[src/rtl/buf_pool_ctrl_pkg.sv]
// Shared owner codes and sizing helper for the buffer-pool ownership scheduler.
package buf_pool_ctrl_pkg;

  localparam logic [1:0] OWN_FREE = 2'b00;
  localparam logic [1:0] OWN_SN   = 2'b01;
  localparam logic [1:0] OWN_CPU  = 2'b10;
  localparam logic [1:0] OWN_FWD  = 2'b11;

  // Bits needed to index n entries (at least one).
  function automatic int unsigned idx_width(input int unsigned n);
    return (n > 1) ? $clog2(n) : 1;
  endfunction

endpackage

[src/rtl/buf_pool_ctrl_if.sv]
// Event pulses from the three agents and the ownership/status outputs of buf_pool_ctrl.
interface buf_pool_ctrl_if #(
  parameter int NUM_BUFS  = 4,
  parameter int IDX_WIDTH = 2
);
  logic                   sn_done;
  logic                   cpu_acc;
  logic                   cpu_rej;
  logic                   fwd_done;
  logic [IDX_WIDTH-1:0]   sn_sel;
  logic                   sn_valid;
  logic [IDX_WIDTH-1:0]   cpu_sel;
  logic                   cpu_valid;
  logic [IDX_WIDTH-1:0]   fwd_sel;
  logic                   fwd_valid;
  logic [2*NUM_BUFS-1:0]  buf_owner;
  logic [NUM_BUFS-1:0]    len_rst;
  logic [IDX_WIDTH:0]     free_count;
  logic                   proto_err;

  modport master (
    output sn_done, cpu_acc, cpu_rej, fwd_done,
    input  sn_sel, sn_valid, cpu_sel, cpu_valid, fwd_sel, fwd_valid,
           buf_owner, len_rst, free_count, proto_err
  );

  modport slave (
    input  sn_done, cpu_acc, cpu_rej, fwd_done,
    output sn_sel, sn_valid, cpu_sel, cpu_valid, fwd_sel, fwd_valid,
           buf_owner, len_rst, free_count, proto_err
  );
endinterface

[src/rtl/idx_fifo.sv]
// Circular FIFO of buffer indices; optional second write port lands behind the first.
module idx_fifo
  import buf_pool_ctrl_pkg::*;
#(
  parameter int unsigned DEPTH    = 4,
  parameter int unsigned WIDTH    = 2,
  parameter int unsigned CW       = 3,
  parameter bit          DUAL_WR  = 1'b0,
  parameter bit          INIT_SEQ = 1'b0
) (
  input  logic             clk,
  input  logic             rst,
  input  logic             push0,
  input  logic [WIDTH-1:0] data0,
  input  logic             push1,
  input  logic [WIDTH-1:0] data1,
  input  logic             pop,
  output logic [WIDTH-1:0] head,
  output logic [CW-1:0]    count
);
  localparam int unsigned PW = idx_width(DEPTH);

  logic [WIDTH-1:0] mem [DEPTH];
  logic [PW-1:0]    rd_ptr, wr_ptr, wr1_ptr, wr_ptr_d;
  logic             p1, pop_ok;

  function automatic logic [PW-1:0] inc(input logic [PW-1:0] p);
    return (p == PW'(DEPTH - 1)) ? '0 : p + 1'b1;
  endfunction

  always_comb begin
    p1       = DUAL_WR && push1;
    pop_ok   = pop && (count != '0);
    wr1_ptr  = push0 ? inc(wr_ptr) : wr_ptr;
    wr_ptr_d = p1 ? inc(wr1_ptr) : wr1_ptr;
  end

  assign head = mem[rd_ptr];

  // INIT_SEQ preloads indices 1..DEPTH-1 so the pool starts with buffer 0 handed out.
  always_ff @(posedge clk or posedge rst) begin
    if (rst) begin
      for (int unsigned i = 0; i < DEPTH; i++)
        mem[i] <= (INIT_SEQ && (i < DEPTH - 1)) ? WIDTH'(i + 1) : '0;
      rd_ptr <= '0;
      wr_ptr <= INIT_SEQ ? PW'(DEPTH - 1) : '0;
      count  <= INIT_SEQ ? CW'(DEPTH - 1) : '0;
    end else begin
      if (push0) mem[wr_ptr]  <= data0;
      if (p1)    mem[wr1_ptr] <= data1;
      if (pop_ok) rd_ptr <= inc(rd_ptr);
      wr_ptr <= wr_ptr_d;
      count  <= count + CW'(push0) + CW'(p1) - CW'(pop_ok);
    end
  end

endmodule

[src/rtl/buf_pool_ctrl.sv]
// Ownership scheduler rotating NUM_BUFS packet buffers between snooper, CPU and forwarder.
module buf_pool_ctrl
  import buf_pool_ctrl_pkg::*;
#(
  parameter int NUM_BUFS  = 4,
  parameter int IDX_WIDTH = 2
) (
  input logic            clk,
  input logic            rst,
  buf_pool_ctrl_if.slave bus
);
  localparam int unsigned CW = IDX_WIDTH + 1;

  logic [IDX_WIDTH-1:0]  sn_sel_q, cpu_sel_q, fwd_sel_q;
  logic [IDX_WIDTH-1:0]  sn_sel_d, cpu_sel_d, fwd_sel_d;
  logic                  sn_valid_q, cpu_valid_q, fwd_valid_q;
  logic                  sn_valid_d, cpu_valid_d, fwd_valid_d;
  logic [2*NUM_BUFS-1:0] owner_q, owner_d;
  logic [NUM_BUFS-1:0]   len_rst_q, len_rst_d;
  logic                  err_q, err_d;

  logic sn_ev, acc_ev, rej_ev, fwd_ev;
  logic sn_need, cpu_need, fwd_need;
  logic free_byp, cq_byp, wq_byp;

  logic                 fq_push0, fq_push1, fq_pop;
  logic [IDX_WIDTH-1:0] fq_data0, fq_head;
  logic [CW-1:0]        fq_cnt;
  logic                 cq_push, cq_pop;
  logic [IDX_WIDTH-1:0] cq_head;
  logic [CW-1:0]        cq_cnt;
  logic                 wq_push, wq_pop;
  logic [IDX_WIDTH-1:0] wq_head;
  logic [CW-1:0]        wq_cnt;

  always_comb begin
    sn_ev  = bus.sn_done  & sn_valid_q;
    acc_ev = bus.cpu_acc  & cpu_valid_q;
    rej_ev = bus.cpu_rej  & cpu_valid_q & ~bus.cpu_acc;
    fwd_ev = bus.fwd_done & fwd_valid_q;
    err_d  = (bus.sn_done & ~sn_valid_q)
           | ((bus.cpu_acc | bus.cpu_rej) & ~cpu_valid_q)
           | (bus.cpu_acc & bus.cpu_rej & cpu_valid_q)
           | (bus.fwd_done & ~fwd_valid_q);

    sn_need  = ~sn_valid_q  | sn_ev;
    cpu_need = ~cpu_valid_q | acc_ev | rej_ev;
    fwd_need = ~fwd_valid_q | fwd_ev;

    // Free queue: a rejected buffer ranks ahead of a forwarded one; on bypass the
    // front-ranked buffer goes to the snooper and any second one is still queued.
    free_byp = sn_need & (fq_cnt == '0) & (rej_ev | fwd_ev);
    fq_pop   = sn_need & (fq_cnt != '0);
    if (free_byp) begin
      fq_push0 = rej_ev & fwd_ev;
      fq_data0 = fwd_sel_q;
    end else begin
      fq_push0 = rej_ev | fwd_ev;
      fq_data0 = rej_ev ? cpu_sel_q : fwd_sel_q;
    end
    fq_push1 = ~free_byp & rej_ev & fwd_ev;

    cq_byp  = cpu_need & (cq_cnt == '0) & sn_ev;
    cq_push = sn_ev & ~cq_byp;
    cq_pop  = cpu_need & (cq_cnt != '0);

    wq_byp  = fwd_need & (wq_cnt == '0) & acc_ev;
    wq_push = acc_ev & ~wq_byp;
    wq_pop  = fwd_need & (wq_cnt != '0);

    sn_valid_d = sn_valid_q;
    sn_sel_d   = sn_sel_q;
    if (sn_need) begin
      sn_valid_d = fq_pop | free_byp;
      if (fq_pop)        sn_sel_d = fq_head;
      else if (free_byp) sn_sel_d = rej_ev ? cpu_sel_q : fwd_sel_q;
    end

    cpu_valid_d = cpu_valid_q;
    cpu_sel_d   = cpu_sel_q;
    if (cpu_need) begin
      cpu_valid_d = cq_pop | cq_byp;
      if (cq_pop)      cpu_sel_d = cq_head;
      else if (cq_byp) cpu_sel_d = sn_sel_q;
    end

    fwd_valid_d = fwd_valid_q;
    fwd_sel_d   = fwd_sel_q;
    if (fwd_need) begin
      fwd_valid_d = wq_pop | wq_byp;
      if (wq_pop)      fwd_sel_d = wq_head;
      else if (wq_byp) fwd_sel_d = cpu_sel_q;
    end

    owner_d   = '0;
    len_rst_d = '0;
    for (int unsigned i = 0; i < NUM_BUFS; i++) begin
      if (sn_valid_d && sn_sel_d == IDX_WIDTH'(i))   owner_d[2*i +: 2] = OWN_SN;
      if (cpu_valid_d && cpu_sel_d == IDX_WIDTH'(i)) owner_d[2*i +: 2] = OWN_CPU;
      if (fwd_valid_d && fwd_sel_d == IDX_WIDTH'(i)) owner_d[2*i +: 2] = OWN_FWD;
      len_rst_d[i] = (rej_ev && cpu_sel_q == IDX_WIDTH'(i))
                  || (fwd_ev && fwd_sel_q == IDX_WIDTH'(i));
    end
  end

  idx_fifo #(.DEPTH(NUM_BUFS), .WIDTH(IDX_WIDTH), .CW(CW), .DUAL_WR(1'b1), .INIT_SEQ(1'b1)) u_free_q (
    .clk(clk), .rst(rst),
    .push0(fq_push0), .data0(fq_data0), .push1(fq_push1), .data1(fwd_sel_q),
    .pop(fq_pop), .head(fq_head), .count(fq_cnt)
  );

  idx_fifo #(.DEPTH(NUM_BUFS), .WIDTH(IDX_WIDTH), .CW(CW), .DUAL_WR(1'b0), .INIT_SEQ(1'b0)) u_cpu_q (
    .clk(clk), .rst(rst),
    .push0(cq_push), .data0(sn_sel_q), .push1(1'b0), .data1('0),
    .pop(cq_pop), .head(cq_head), .count(cq_cnt)
  );

  idx_fifo #(.DEPTH(NUM_BUFS), .WIDTH(IDX_WIDTH), .CW(CW), .DUAL_WR(1'b0), .INIT_SEQ(1'b0)) u_fwd_q (
    .clk(clk), .rst(rst),
    .push0(wq_push), .data0(cpu_sel_q), .push1(1'b0), .data1('0),
    .pop(wq_pop), .head(wq_head), .count(wq_cnt)
  );

  always_ff @(posedge clk or posedge rst) begin
    if (rst) begin
      sn_sel_q    <= '0;
      sn_valid_q  <= 1'b1;
      cpu_sel_q   <= '0;
      cpu_valid_q <= 1'b0;
      fwd_sel_q   <= '0;
      fwd_valid_q <= 1'b0;
      owner_q     <= {{(2*NUM_BUFS-2){1'b0}}, OWN_SN};
      len_rst_q   <= '0;
      err_q       <= 1'b0;
    end else begin
      sn_sel_q    <= sn_sel_d;
      sn_valid_q  <= sn_valid_d;
      cpu_sel_q   <= cpu_sel_d;
      cpu_valid_q <= cpu_valid_d;
      fwd_sel_q   <= fwd_sel_d;
      fwd_valid_q <= fwd_valid_d;
      owner_q     <= owner_d;
      len_rst_q   <= len_rst_d;
      err_q       <= err_d;
    end
  end

  assign bus.sn_sel     = sn_sel_q;
  assign bus.sn_valid   = sn_valid_q;
  assign bus.cpu_sel    = cpu_sel_q;
  assign bus.cpu_valid  = cpu_valid_q;
  assign bus.fwd_sel    = fwd_sel_q;
  assign bus.fwd_valid  = fwd_valid_q;
  assign bus.buf_owner  = owner_q;
  assign bus.len_rst    = len_rst_q;
  assign bus.free_count = fq_cnt;
  assign bus.proto_err  = err_q;

endmodule

[src/flat_wrapper.sv]
// flat-port wrapper written by rule: the top's interface ports become plain ports
module buf_pool_ctrl_flat import buf_pool_ctrl_pkg::*;
#(
  parameter int NUM_BUFS  = 4,
  parameter int IDX_WIDTH = 2
)
  (clk, rst, bus_sn_done, bus_cpu_acc, bus_cpu_rej, bus_fwd_done, bus_sn_sel, bus_sn_valid, bus_cpu_sel, bus_cpu_valid, bus_fwd_sel, bus_fwd_valid, bus_buf_owner, bus_len_rst, bus_free_count, bus_proto_err);
  buf_pool_ctrl_if #(.NUM_BUFS(NUM_BUFS), .IDX_WIDTH(IDX_WIDTH)) bus_i ();
  input logic clk;
  input logic rst;
  input wire logic [$bits(bus_i.sn_done)-1:0] bus_sn_done;
  input wire logic [$bits(bus_i.cpu_acc)-1:0] bus_cpu_acc;
  input wire logic [$bits(bus_i.cpu_rej)-1:0] bus_cpu_rej;
  input wire logic [$bits(bus_i.fwd_done)-1:0] bus_fwd_done;
  output wire logic [$bits(bus_i.sn_sel)-1:0] bus_sn_sel;
  output wire logic [$bits(bus_i.sn_valid)-1:0] bus_sn_valid;
  output wire logic [$bits(bus_i.cpu_sel)-1:0] bus_cpu_sel;
  output wire logic [$bits(bus_i.cpu_valid)-1:0] bus_cpu_valid;
  output wire logic [$bits(bus_i.fwd_sel)-1:0] bus_fwd_sel;
  output wire logic [$bits(bus_i.fwd_valid)-1:0] bus_fwd_valid;
  output wire logic [$bits(bus_i.buf_owner)-1:0] bus_buf_owner;
  output wire logic [$bits(bus_i.len_rst)-1:0] bus_len_rst;
  output wire logic [$bits(bus_i.free_count)-1:0] bus_free_count;
  output wire logic [$bits(bus_i.proto_err)-1:0] bus_proto_err;
  assign bus_i.sn_done = bus_sn_done;
  assign bus_i.cpu_acc = bus_cpu_acc;
  assign bus_i.cpu_rej = bus_cpu_rej;
  assign bus_i.fwd_done = bus_fwd_done;
  assign bus_sn_sel = bus_i.sn_sel;
  assign bus_sn_valid = bus_i.sn_valid;
  assign bus_cpu_sel = bus_i.cpu_sel;
  assign bus_cpu_valid = bus_i.cpu_valid;
  assign bus_fwd_sel = bus_i.fwd_sel;
  assign bus_fwd_valid = bus_i.fwd_valid;
  assign bus_buf_owner = bus_i.buf_owner;
  assign bus_len_rst = bus_i.len_rst;
  assign bus_free_count = bus_i.free_count;
  assign bus_proto_err = bus_i.proto_err;
  buf_pool_ctrl #(.NUM_BUFS(NUM_BUFS), .IDX_WIDTH(IDX_WIDTH)) u_core (.clk(clk), .rst(rst), .bus(bus_i));
endmodule
[config.mk]
export PLATFORM = sky130hd
export DESIGN_NAME = buf_pool_ctrl_flat
export DESIGN_NICKNAME = d
export VERILOG_FILES = /design/src/rtl/buf_pool_ctrl_pkg.sv /design/src/rtl/buf_pool_ctrl_if.sv /design/src/rtl/idx_fifo.sv /design/src/rtl/buf_pool_ctrl.sv /design/src/flat_wrapper.sv
export SDC_FILE = /design/constraint.sdc
export NUM_CORES = 1
export LEC_CHECK = 0
export BUFFER_PORTS_ARGS = -buffer_cell sky130_fd_sc_hd__buf_2
export CAP_MARGIN = 10
export CORE_ASPECT_RATIO = 0.7
export CORE_MARGIN = 2
export CORE_UTILIZATION = 25
export DETAILED_ROUTE_END_ITERATION = 8
export GPL_TIMING_DRIVEN = 0
export HOLD_SLACK_MARGIN = 0.12
export MAX_ROUTING_LAYER = met4
export PLACE_DENSITY = 0.46
export RECOVER_POWER = 25
export SETUP_SLACK_MARGIN = 0.4
export SYNTH_ARGS = -nofsm -noshare
export SYNTH_HDL_FRONTEND = slang
export SYNTH_SLANG_ARGS = --single-unit
[constraint.sdc]
create_clock -name clk -period 3.6 [get_ports clk]
set_input_delay 0.36 -clock clk [delete_from_list [all_inputs] [get_ports clk]]
set_output_delay 0.36 -clock clk [all_outputs]
set_load 0.05 [all_outputs]
==> impl_metrics.tcl <==
set metrics [dict create \
    final-setup-viol-count 0 \
    diodes 0 \
    die-width_um 147 \
    yosys.area.top_type "dfrtp_1" \
    yosysSeqAreaShare_pct 47.1 \
    cts_buffers 9 \
    ir_worst_vdd_v 0.000271 \
    clock_latency_ps 330 \
    routed_wl_um 8130 \
    post-cts-setup-buffers 0 \
    overflow 0 \
    synthTopCellsByArea "dfrtp_1 40%, ha_1 8.4%, dfstp_2 7.3%" \
    layout.nets 398 \
    grt_pass1_wl_um 13800 \
    clockRootBuffer "clkbuf_16" \
    cts_max_level 3 \
    final.period_utilization_pct 80.5 \
    place_area_mm2 0.00398 \
    cts_hold_buffers 0 \
    synth_enable_flop_cells 0 \
    io_pins 31 \
    firstDrtPassIters 4 \
    clk_path_buf_depth 2 \
    coreArea_mm2 0.0140 \
    post_drt_wl_per_cell_um 14.5 \
    antenna_found_initial 0 \
    syn_area_per_cell_um2 11.1 \
    clk_pin_slew_worst_paths_ps 60 \
    drv_cap 1 \
    gp_congestion 0.797 \
    critPathLaunchType "flop" \
    drc 0 \
    regToRegSetupSlack_ps 700 \
    fill_cells 1428 \
    synth.distinct_cells 49 \
    fin_area_mm2 0.00433 \
    powerDensity_mw_per_mm2 1070 \
    numPortBuffers 30 \
    slew_violations 68 \
    relSlewSlack_pct -74.2 \
    initial_core_util_pct 25.7 \
    layout-drive-gt1-share_pct 25.5 \
    ys_seq_elements 67 \
    r2r-start "u_core.bus.cpu_valid" \
    finalHoldViolCount 0 \
    cts_sinks 67 \
    cp-end-kind "flop" \
    grt_max_degree 68 \
    outcome "complete, but fails checks" \
    grt_pass1_vias 2523 \
    ant_nets 0 \
    die_y_um 104 \
    areaGrowthSynthToFinish_pct 20.6 \
    path_max_fanout 9 \
    required_ps 3820 \
    ys.flop_type "dfrtp_1" \
    synth_top_cell_area_share_pct 39.8 \
    syn_nets 357 \
    power_w 0.00462 \
    synth_area_mm2 0.00359 \
    cts_tree "built" \
    dpl_worst_slack_ps 299 \
    dp_hpwl_um 5990 \
    critical_path_class "flop to flop" \
    ys_async_sr_fraction_pct 100 \
    vias 2474 \
    std_cell_rows 36 \
    die_area_mm2 0.0153 \
    ff2ff_path_depth 9 \
    violations "capacitance limit, slew limit" \
    utilization_pct 31.0 \
    rsz0062_at_grt "false" \
    period_minus_slack_ps 2900 \
    drtIter0Drc 267 \
    syn_inst 323 \
    ys_warn_count 0 \
    worstHoldPathType "input port to flop" \
    fin_setup_tns_ps 0 \
    power.leakage_nw 1.99 \
    yosysMostFrequentCell "dfrtp_1" \
    worstHoldStart "bus_sn_done" \
    worst_pin_slew_ps 2610 \
    synthTopCellsByCount "57 x dfrtp_1, 35 x nand2_1, 30 x inv_1, 24 x ha_1, 22 x mux2_2" \
    worst-endpoint-arrival_ps 3120 \
    finalClockSkew_ps 7.83 \
    r2r-end "u_core.u_free_q.count[2]" \
    viasPerCell 4.43 \
    max_freq_mhz 345 \
    setup_slack_ps 700 \
    track_usage_pct 12.1 \
    holdPathStages 2 \
    holdPathEnd "u_core.bus.proto_err" \
]
registers in the layout (all words and copies together) (netlist names), 3 cells and up:
register	flops
u_core.bus.buf_owner	8
u_core.u_cpu_q.count	3
u_core.u_cpu_q.mem	8
u_core.u_free_q.mem	8
u_core.u_free_q.count	3
u_core.u_fwd_q.count	3
u_core.bus.len_rst	4
u_core.u_fwd_q.mem	8
cell usage in the layout, fill, tap and decap left out, types with 9 or more instances in the layout:
cell       count
dfrtp_1       57
mux2_2        22
dfstp_2       10
buf_2         31
o21ai_0       21
nor2_1        18
clkbuf_16      9
nand2_1       35
ha_1          24
inv_1         30
mux2i_1       12
a21oi_1       10
how the worst max path moves through the flow:
stage                     slack, ps                        to  depth (start not counted)                 start
after floorplan                 590  u_core.u_free_q.count[2]                          9  u_core.bus.cpu_valid
after global placement          280  u_core.u_free_q.count[2]                          9           bus_cpu_acc
after detailed placement        300  u_core.u_free_q.count[2]                          9           bus_cpu_acc
after CTS                       670  u_core.u_free_q.count[2]                          9  u_core.bus.cpu_valid
after global routing            470  u_core.u_free_q.count[2]                          9  u_core.bus.cpu_valid
final                           700  u_core.u_free_q.count[2]                          9  u_core.bus.cpu_valid
critical path, cell delays in order, from the launching register on:
cell and delay [ps]:
dfrtp_1 340, buf_2 170, nand3b_1 310, a211oi_2 520, inv_1 150, ha_1 310, inv_1 50, fa_1 410
fa_1 400, xnor2_1 140
logic make-up (layout without fill, tap and decap cells):
kind of cell               Yosys count  in the layout  share of synthesized area, %
AOI/OAI and AO/OA                   57             57                          10.6
muxes                               40             40                          14.0
and+or+nand+nor                     86             86                          11.7
adders and majority gates           29             29                          10.9
buffers and inverters               37             83                          3.98
xor gates and xnor gates             7              7                          1.71
DFF                                 67             67                          47.1
cell type report:
type / instances / area, um2 / area share, %
inverter: 31 / 119 / 2.75
tap: 190 / 238 / 5.49
clock buffer: 10 / 229 / 5.29
sequential: 67 / 1690 / 39.0
clock inverter: 6 / 115 / 2.66
multi-input combinational: 219 / 1760 / 40.7
buffer: 6 / 23.8 / 0.549
timing repair buffer: 30 / 150 / 3.47
what timing repair did:
item	CTS	global route
setup endpoints to repair	1	1
pin swaps	0	0
gates resized for setup	1	1
metrics by stage:
step | instances | hold WS, ps
after floorplan | 323 | 474
after global placement | 543 | 487
after detailed placement | 543 | 487
after CTS | 559 | 243
after global routing | 559 | 356
final | 559 | 357
report_power, final:
group          leakage, nW  switching (W)  internal, W
logic                 1.03        0.00133     0.000819
clock network        0.163       0.000332     0.000679
registers            0.798       0.000296      0.00116
total                 1.99        0.00195      0.00266
metal layers:
layer,vias up,track usage [%],part of all wire [%]
met5,-,-,0
met4,0,3.09,0.38
met3,2,3.73,4.4
met2,42,15.6,42
met1,1223,17.9,53
li1,1207,-,-
Note: power is estimated with default switching activity, not from simulation.
